File: config.mk
export PLATFORM = sky130hd
export DESIGN_NAME = pi_controller_mc
export DESIGN_NICKNAME = d
export VERILOG_FILES = /design/src/rtl/pi_controller_mc.sv
export SDC_FILE = /design/constraint.sdc
export NUM_CORES = 2
export LEC_CHECK = 0
export CORE_ASPECT_RATIO = 0.7
export CORE_MARGIN = 1
export CORE_UTILIZATION = 55
export DETAILED_ROUTE_END_ITERATION = 8
export PLACE_DENSITY = 0.73
export SYNTH_ARGS = -nofsm -noshare
export SYNTH_HDL_FRONTEND = slang
export SYNTH_SLANG_ARGS = --single-unit
File: constraint.sdc
create_clock -name clk -period 9.7 [get_ports clk]
set_clock_uncertainty 0.05 [all_clocks]
set_input_delay 0.97 -clock clk [delete_from_list [all_inputs] [get_ports clk]]
set_output_delay 0.97 -clock clk [all_outputs]
set_load 0.02 [all_outputs]
File: src/rtl/pi_controller_mc.sv
// pi_controller_mc: time-shared multi-channel PI controller for the FOC loop.
// One datapath serves CH channels (e.g. Id and Iq). Each channel owns its own
// Kp/Ki gains and integrator. A symmetric output limit +/-L clamps both the
// integrator (anti-windup) and the final sum.
// Pipeline: S1 error -> S2 gain products -> S3 integrator RMW -> S4 sum -> output.
// Optional macro PI_ROUND_EN: round-half-up on the final shift instead of floor.
module pi_controller_mc #(
    parameter int DW      = 16,
    parameter int CH      = 2,
    parameter int GW      = 24,
    parameter int FRAC    = 16,
    parameter int ACCW    = 32,
    parameter int KP_INIT = 32768,
    parameter int KI_INIT = 2,
    localparam int CHW    = (CH > 1) ? $clog2(CH) : 1
) (
    input  logic            clk,
    input  logic            rstn,
    input  logic            i_en,
    input  logic [CHW-1:0]  i_ch,
    input  logic [DW-1:0]   i_aim,
    input  logic [DW-1:0]   i_real,
    input  logic            i_cfg_we,
    input  logic [CHW-1:0]  i_cfg_ch,
    input  logic [GW-1:0]   i_cfg_kp,
    input  logic [GW-1:0]   i_cfg_ki,
    input  logic [DW-2:0]   i_lim,
    input  logic            i_clr,
    output logic            o_en,
    output logic [CHW-1:0]  o_ch,
    output logic [DW-1:0]   o_value
);

    // Width of the raw error*gain product (signed error, gain with a zero sign bit).
    localparam int PW = DW + GW + 2;
    localparam logic signed [PW-1:0] PMAX = {{(PW-ACCW+1){1'b0}}, {(ACCW-1){1'b1}}};
    localparam logic signed [PW-1:0] PMIN = -PMAX;
`ifdef PI_ROUND_EN
    localparam logic signed [ACCW:0] HALF = {{(ACCW+1-FRAC){1'b0}}, 1'b1, {(FRAC-1){1'b0}}};
`endif

    // Saturate a full product to +/-(2^(ACCW-1)-1).
    function automatic logic signed [ACCW-1:0] sat_acc(input logic signed [PW-1:0] x);
        if (x > PMAX) return PMAX[ACCW-1:0];
        if (x < PMIN) return PMIN[ACCW-1:0];
        return x[ACCW-1:0];
    endfunction

    // Clamp a one-bit-wider value into the symmetric window [-b, +b].
    function automatic logic signed [ACCW-1:0] clamp_b(input logic signed [ACCW:0] x,
                                                        input logic signed [ACCW:0] b);
        logic signed [ACCW:0] nb;
        nb = -b;
        if (x > b)  return b[ACCW-1:0];
        if (x < nb) return nb[ACCW-1:0];
        return x[ACCW-1:0];
    endfunction

`ifdef PI_ROUND_EN
    // Round half up, drop the fraction, then re-clamp to +/-L.
    function automatic logic signed [DW-1:0] scale_out(input logic signed [ACCW-1:0] s,
                                                        input logic [DW-2:0] lim);
        logic signed [ACCW:0] x;
        logic signed [ACCW:0] l;
        x = {s[ACCW-1], s};
        x = x + HALF;
        x = x >>> FRAC;
        l = {{(ACCW+2-DW){1'b0}}, lim};
        if (x > l)       x = l;
        else if (x < -l) x = -l;
        return x[DW-1:0];
    endfunction
`else
    // Drop the fraction with an arithmetic shift (floor).
    function automatic logic signed [DW-1:0] scale_out(input logic signed [ACCW-1:0] s);
        logic signed [ACCW-1:0] x;
        x = s >>> FRAC;
        return x[DW-1:0];
    endfunction
`endif

    logic [GW-1:0]            kp_q [CH];
    logic [GW-1:0]            ki_q [CH];
    logic signed [ACCW-1:0]   integ_q [CH];

    logic                     ch_ok;
    logic [GW-1:0]            kp_eff;
    logic [GW-1:0]            ki_eff;
    logic signed [PW-1:0]     p_full;
    logic signed [PW-1:0]     i_full;
    logic signed [ACCW:0]     bound;
    logic signed [ACCW-1:0]   integ_cur;
    logic signed [ACCW:0]     integ_sum;
    logic signed [ACCW-1:0]   integ_new;
    logic signed [ACCW:0]     sum_full;

    logic                     vld_p0, vld_p1, vld_p2, vld_p3;
    logic signed [DW:0]       err_p0;
    logic [CHW-1:0]           ch_p0, ch_p1, ch_p2, ch_p3;
    logic signed [ACCW-1:0]   p_p1, iinc_p1;
    logic signed [ACCW-1:0]   p_p2, integ_p2;
    logic signed [ACCW-1:0]   sum_p3;

    // Flag samples whose channel index names a real channel; others are dropped.
    always_comb begin
        ch_ok = 1'b0;
        for (int c = 0; c < CH; c++) begin
            if (i_ch == CHW'(c)) ch_ok = 1'b1;
        end
    end

    // S2 gain selection with forwarding of a write landing on the same edge,
    // then error*gain products; S3 integrator read-modify-write; S4 sum.
    always_comb begin
        kp_eff = kp_q[ch_p0];
        ki_eff = ki_q[ch_p0];
        if (i_cfg_we && (i_cfg_ch == ch_p0)) begin
            kp_eff = i_cfg_kp;
            ki_eff = i_cfg_ki;
        end
        p_full = {{(PW-DW-1){err_p0[DW]}}, err_p0} * {{(PW-GW){1'b0}}, kp_eff};
        i_full = {{(PW-DW-1){err_p0[DW]}}, err_p0} * {{(PW-GW){1'b0}}, ki_eff};

        bound     = {{(ACCW-DW-FRAC+2){1'b0}}, i_lim, {FRAC{1'b0}}};
        integ_cur = integ_q[ch_p1];
        integ_sum = {integ_cur[ACCW-1], integ_cur} + {iinc_p1[ACCW-1], iinc_p1};
        integ_new = clamp_b(integ_sum, bound);

        sum_full  = {p_p2[ACCW-1], p_p2} + {integ_p2[ACCW-1], integ_p2};
    end

    // Per-channel gain registers; writes to nonexistent channels match nothing.
    always_ff @(posedge clk or negedge rstn) begin
        if (!rstn) begin
            for (int c = 0; c < CH; c++) begin
                kp_q[c] <= GW'(KP_INIT);
                ki_q[c] <= GW'(KI_INIT);
            end
        end else begin
            for (int c = 0; c < CH; c++) begin
                if (i_cfg_we && (i_cfg_ch == CHW'(c))) begin
                    kp_q[c] <= i_cfg_kp;
                    ki_q[c] <= i_cfg_ki;
                end
            end
        end
    end

    // Integrators: global clear beats a coincident S3 update.
    always_ff @(posedge clk or negedge rstn) begin
        if (!rstn) begin
            for (int c = 0; c < CH; c++) integ_q[c] <= '0;
        end else begin
            for (int c = 0; c < CH; c++) begin
                if (i_clr)
                    integ_q[c] <= '0;
                else if (vld_p1 && (ch_p1 == CHW'(c)))
                    integ_q[c] <= integ_new;
            end
        end
    end

    // Datapath pipeline registers; they carry no reset, validity comes from vld_pN.
    always_ff @(posedge clk) begin
        // S1: error at DW+1 bits, channel latched
        err_p0   <= {i_aim[DW-1], i_aim} - {i_real[DW-1], i_real};
        ch_p0    <= i_ch;
        // S2: saturated proportional term and integrator increment
        p_p1     <= sat_acc(p_full);
        iinc_p1  <= sat_acc(i_full);
        ch_p1    <= ch_p0;
        // S3: clamped integrator value travels with P
        p_p2     <= p_p1;
        integ_p2 <= integ_new;
        ch_p2    <= ch_p1;
        // S4: clamped saturating sum
        sum_p3   <= clamp_b(sum_full, bound);
        ch_p3    <= ch_p2;
    end

    // Valid chain and output registers; outputs hold while no result is presented.
    always_ff @(posedge clk or negedge rstn) begin
        if (!rstn) begin
            vld_p0  <= 1'b0;
            vld_p1  <= 1'b0;
            vld_p2  <= 1'b0;
            vld_p3  <= 1'b0;
            o_en    <= 1'b0;
            o_ch    <= '0;
            o_value <= '0;
        end else begin
            vld_p0 <= i_en && ch_ok;
            vld_p1 <= vld_p0;
            vld_p2 <= vld_p1;
            vld_p3 <= vld_p2;
            o_en   <= vld_p3;
            if (vld_p3) begin
                o_ch <= ch_p3;
`ifdef PI_ROUND_EN
                o_value <= scale_out(sum_p3, i_lim);
`else
                o_value <= scale_out(sum_p3);
`endif
            end
        end
    end

endmodule

==> impl_metrics.tcl <==
set metrics [dict create \
    outcome "completed" \
    use_met3_pct 6.578 \
    crit_type "in -> reg" \
    slew_headroom_pct 19.04 \
    synthArstFlopShare_pct 52.45 \
    cts_root_buffer "clkbuf_16" \
    setup_tns_ns 0 \
    critical_path_buf_inv_count 7 \
    ys_warn_count 0 \
    grt_pass1_wl_um 195600 \
    tightest_slew_ns 1.213 \
    drive_gt1_share_pct 7.268 \
    drv_slew 0 \
    fp-row-count 88 \
    r2r_cells 28 \
    avgSynthCellArea_um2 9.029 \
    io_buffers 119 \
    netlist_area_um2 46370 \
    yosysUniqueCellTypes 89 \
    min_from "p_p1[11]" \
    min_path_cells 0 \
    hold_viol 0 \
    regToRegEndpoint "iinc_p1[7]" \
    fin_crit_sh_pct 93.45 \
    antennaDiodeCount 0 \
    start_util_pct 55.93 \
    met1_usage_pct 41.08 \
    grt_pass1_vias 36740 \
    nFillCells 7064 \
    cts_tree "done" \
    yosysTopAreaCell "fa_1" \
    rsz0062_at_grt "no" \
    overflow 0 \
    wl_per_cell_um 18.77 \
    drc 0 \
    synth_edf_count 0 \
    ys_top_cells_by_count "inv_1 (895), fa_1 (661), nand2_1 (546)" \
    io_pins 120 \
    cts_setup_buffers 0 \
    netlist_instances 5136 \
    routed_via_density 5.679 \
    regArea_um2 7873 \
    end_kind "flip-flop" \
    drtAntennaViolNets 0 \
    antenna_found_initial 2 \
    r2r-start "ch_p0" \
    cts_resized 0 \
    grt_max_degree 75 \
    syn_nets 6328 \
    core_area_um2 82910 \
    vias 35930 \
    cp_common_cell "fa_1" \
    yosys-top-cells-area "fa_1 (29%), ha_1 (12%), dfrtp_1 (9.6%)" \
    busiest_layer "met2" \
    critPathArrivalTime_ns 9.48 \
    track_usage_pct 28.74 \
    cp-start-kind "input pin" \
    synth_top_area_share_pct 28.54 \
    dp_hpwl_um 95830 \
    cts_buffers 38 \
    grt_util_met2_pct 43.83 \
    clkTransAtPathRegs_ns 0.06 \
    fin_crit_ns 9.064 \
    h-tree-depth 2 \
    die_h_um 244.9 \
    clkLatencyLatePin_ns 0.57 \
    first_pass_iters 6 \
    cap_violations 0 \
    slowest_stage "or4_4" \
    min_path_type "reg -> reg" \
    required_ns 10.12 \
    crit_family "adder cells" \
    synth_ff_type "dfrtp_1" \
    routed_wirelength_um 118800 \
    yosysMostFrequentCell "inv_1" \
    area_delta_synth_final_pct 8.783 \
    synth-seq-area-share_pct 16.96 \
    holdBufCountCts 0 \
    clockBufferDepth 3 \
    clock-sinks 347 \
    setup_viol 0 \
    min_to "p_p2[11]" \
    multi_input_area_um2 34280 \
    drtIter0Drc 3157 \
    slowest_delay_ns 0.58 \
    gp_congestion 0.9678 \
    rrSetupSlack_ns 0.93 \
    final_nets 6363 \
    dieArea_um2 85500 \
    timing.fmax_mhz 110.3 \
    synth_seq_cells 347 \
    post-route-util_pct 60.84 \
    critPathMaxFanout 36 \
    die_w_um 349.1 \
]
[routing by layer]
metal	vias to the layer above	routed length (um)
met5	-	14
li1	16550	-
met3	189	10880
met1	17870	53130
met2	1318	51670
met4	2	3076
[registers in the layout (all words and copies together) (netlist names)]
name and flops:
ki_q 48, vld_p3 1, integ_p2 32, sum_p3 16, ch_p0 1, ch_p1 1
o_ch 1, integ_q 64, ch_p3 1, kp_q 48, vld_p0 1, o_en 1
vld_p2 1, iinc_p1 32, p_p1 32, vld_p1 1, p_p2 32, o_value 16
err_p0 17, ch_p2 1
[final cells by class]
| class | count | share of cell area (%) |
|---|---|---|
| multi-input combinational | 3654 | 67.96 |
| sequential | 347 | 15.61 |
| inverter | 895 | 6.660 |
| tap | 1125 | 2.790 |
| clock inverter | 14 | 0.5184 |
| timing repair buffer | 235 | 4.194 |
| clock buffer | 56 | 2.267 |
[worst max path at each step]
stage | startpoint | end | cells past startpoint
after floorplan | i_cfg_we | iinc_p1[24] | 33
after global placement | i_cfg_ch | iinc_p1[7] | 31
after detailed placement | i_cfg_ch | iinc_p1[7] | 28
after CTS | i_cfg_ch | iinc_p1[7] | 28
after global routing | i_cfg_ch | p_p1[24] | 31
final | i_cfg_ch | iinc_p1[7] | 28
[layout by cell type, fill, tap and decap left out, types with 26 or more instances in the layout]
master / Yosys / routed
inv_1: 895 / 895
fa_1: 661 / 661
a21o_1: 66 / 66
nand4_1: 28 / 28
a22o_1: 34 / 34
clkdlybuf4s50_1: 0 / 118
nand3_1: 67 / 67
nor3_1: 43 / 43
and2_1: 402 / 402
o21a_1: 39 / 39
nand2_1: 546 / 545
ha_1: 429 / 429
dfxtp_1: 165 / 159
xor2_1: 51 / 51
buf_4: 2 / 112
a21oi_1: 217 / 215
mux2i_1: 63 / 63
o211ai_1: 26 / 26
xnor2_1: 75 / 75
nor2_1: 216 / 216
dfrtp_1: 178 / 178
mux2_2: 150 / 150
o21ai_0: 181 / 181
clkbuf_16: 0 / 42
[cells by family after synthesis]
logic type | synth area share (%)
DFF | 16.96
AOI/OAI and AO/OA | 11.11
buffers and inverters | 9.220
xor gates and xnor gates | 2.415
adders and majority gates | 40.11
muxes | 5.002
and+or+nand+nor | 15.19
[through the flow]
stage	cells	setup WS (ns)	hold WS, ns	area (um^2)
floorplan	5136	0.6664	0.2596	46370
global placement	6256	0.2987	0.2601	49040
detailed placement	6256	0.1176	0.2621	49040
CTS	6326	0.7135	0.2766	50440
global route	6326	0.07541	0.2815	50440
finish	6326	0.6358	0.2745	50440
Power is left out: the tool's default activity adds up to more than one toggle a clock period on the data nets, which glitch-free logic cannot reach.
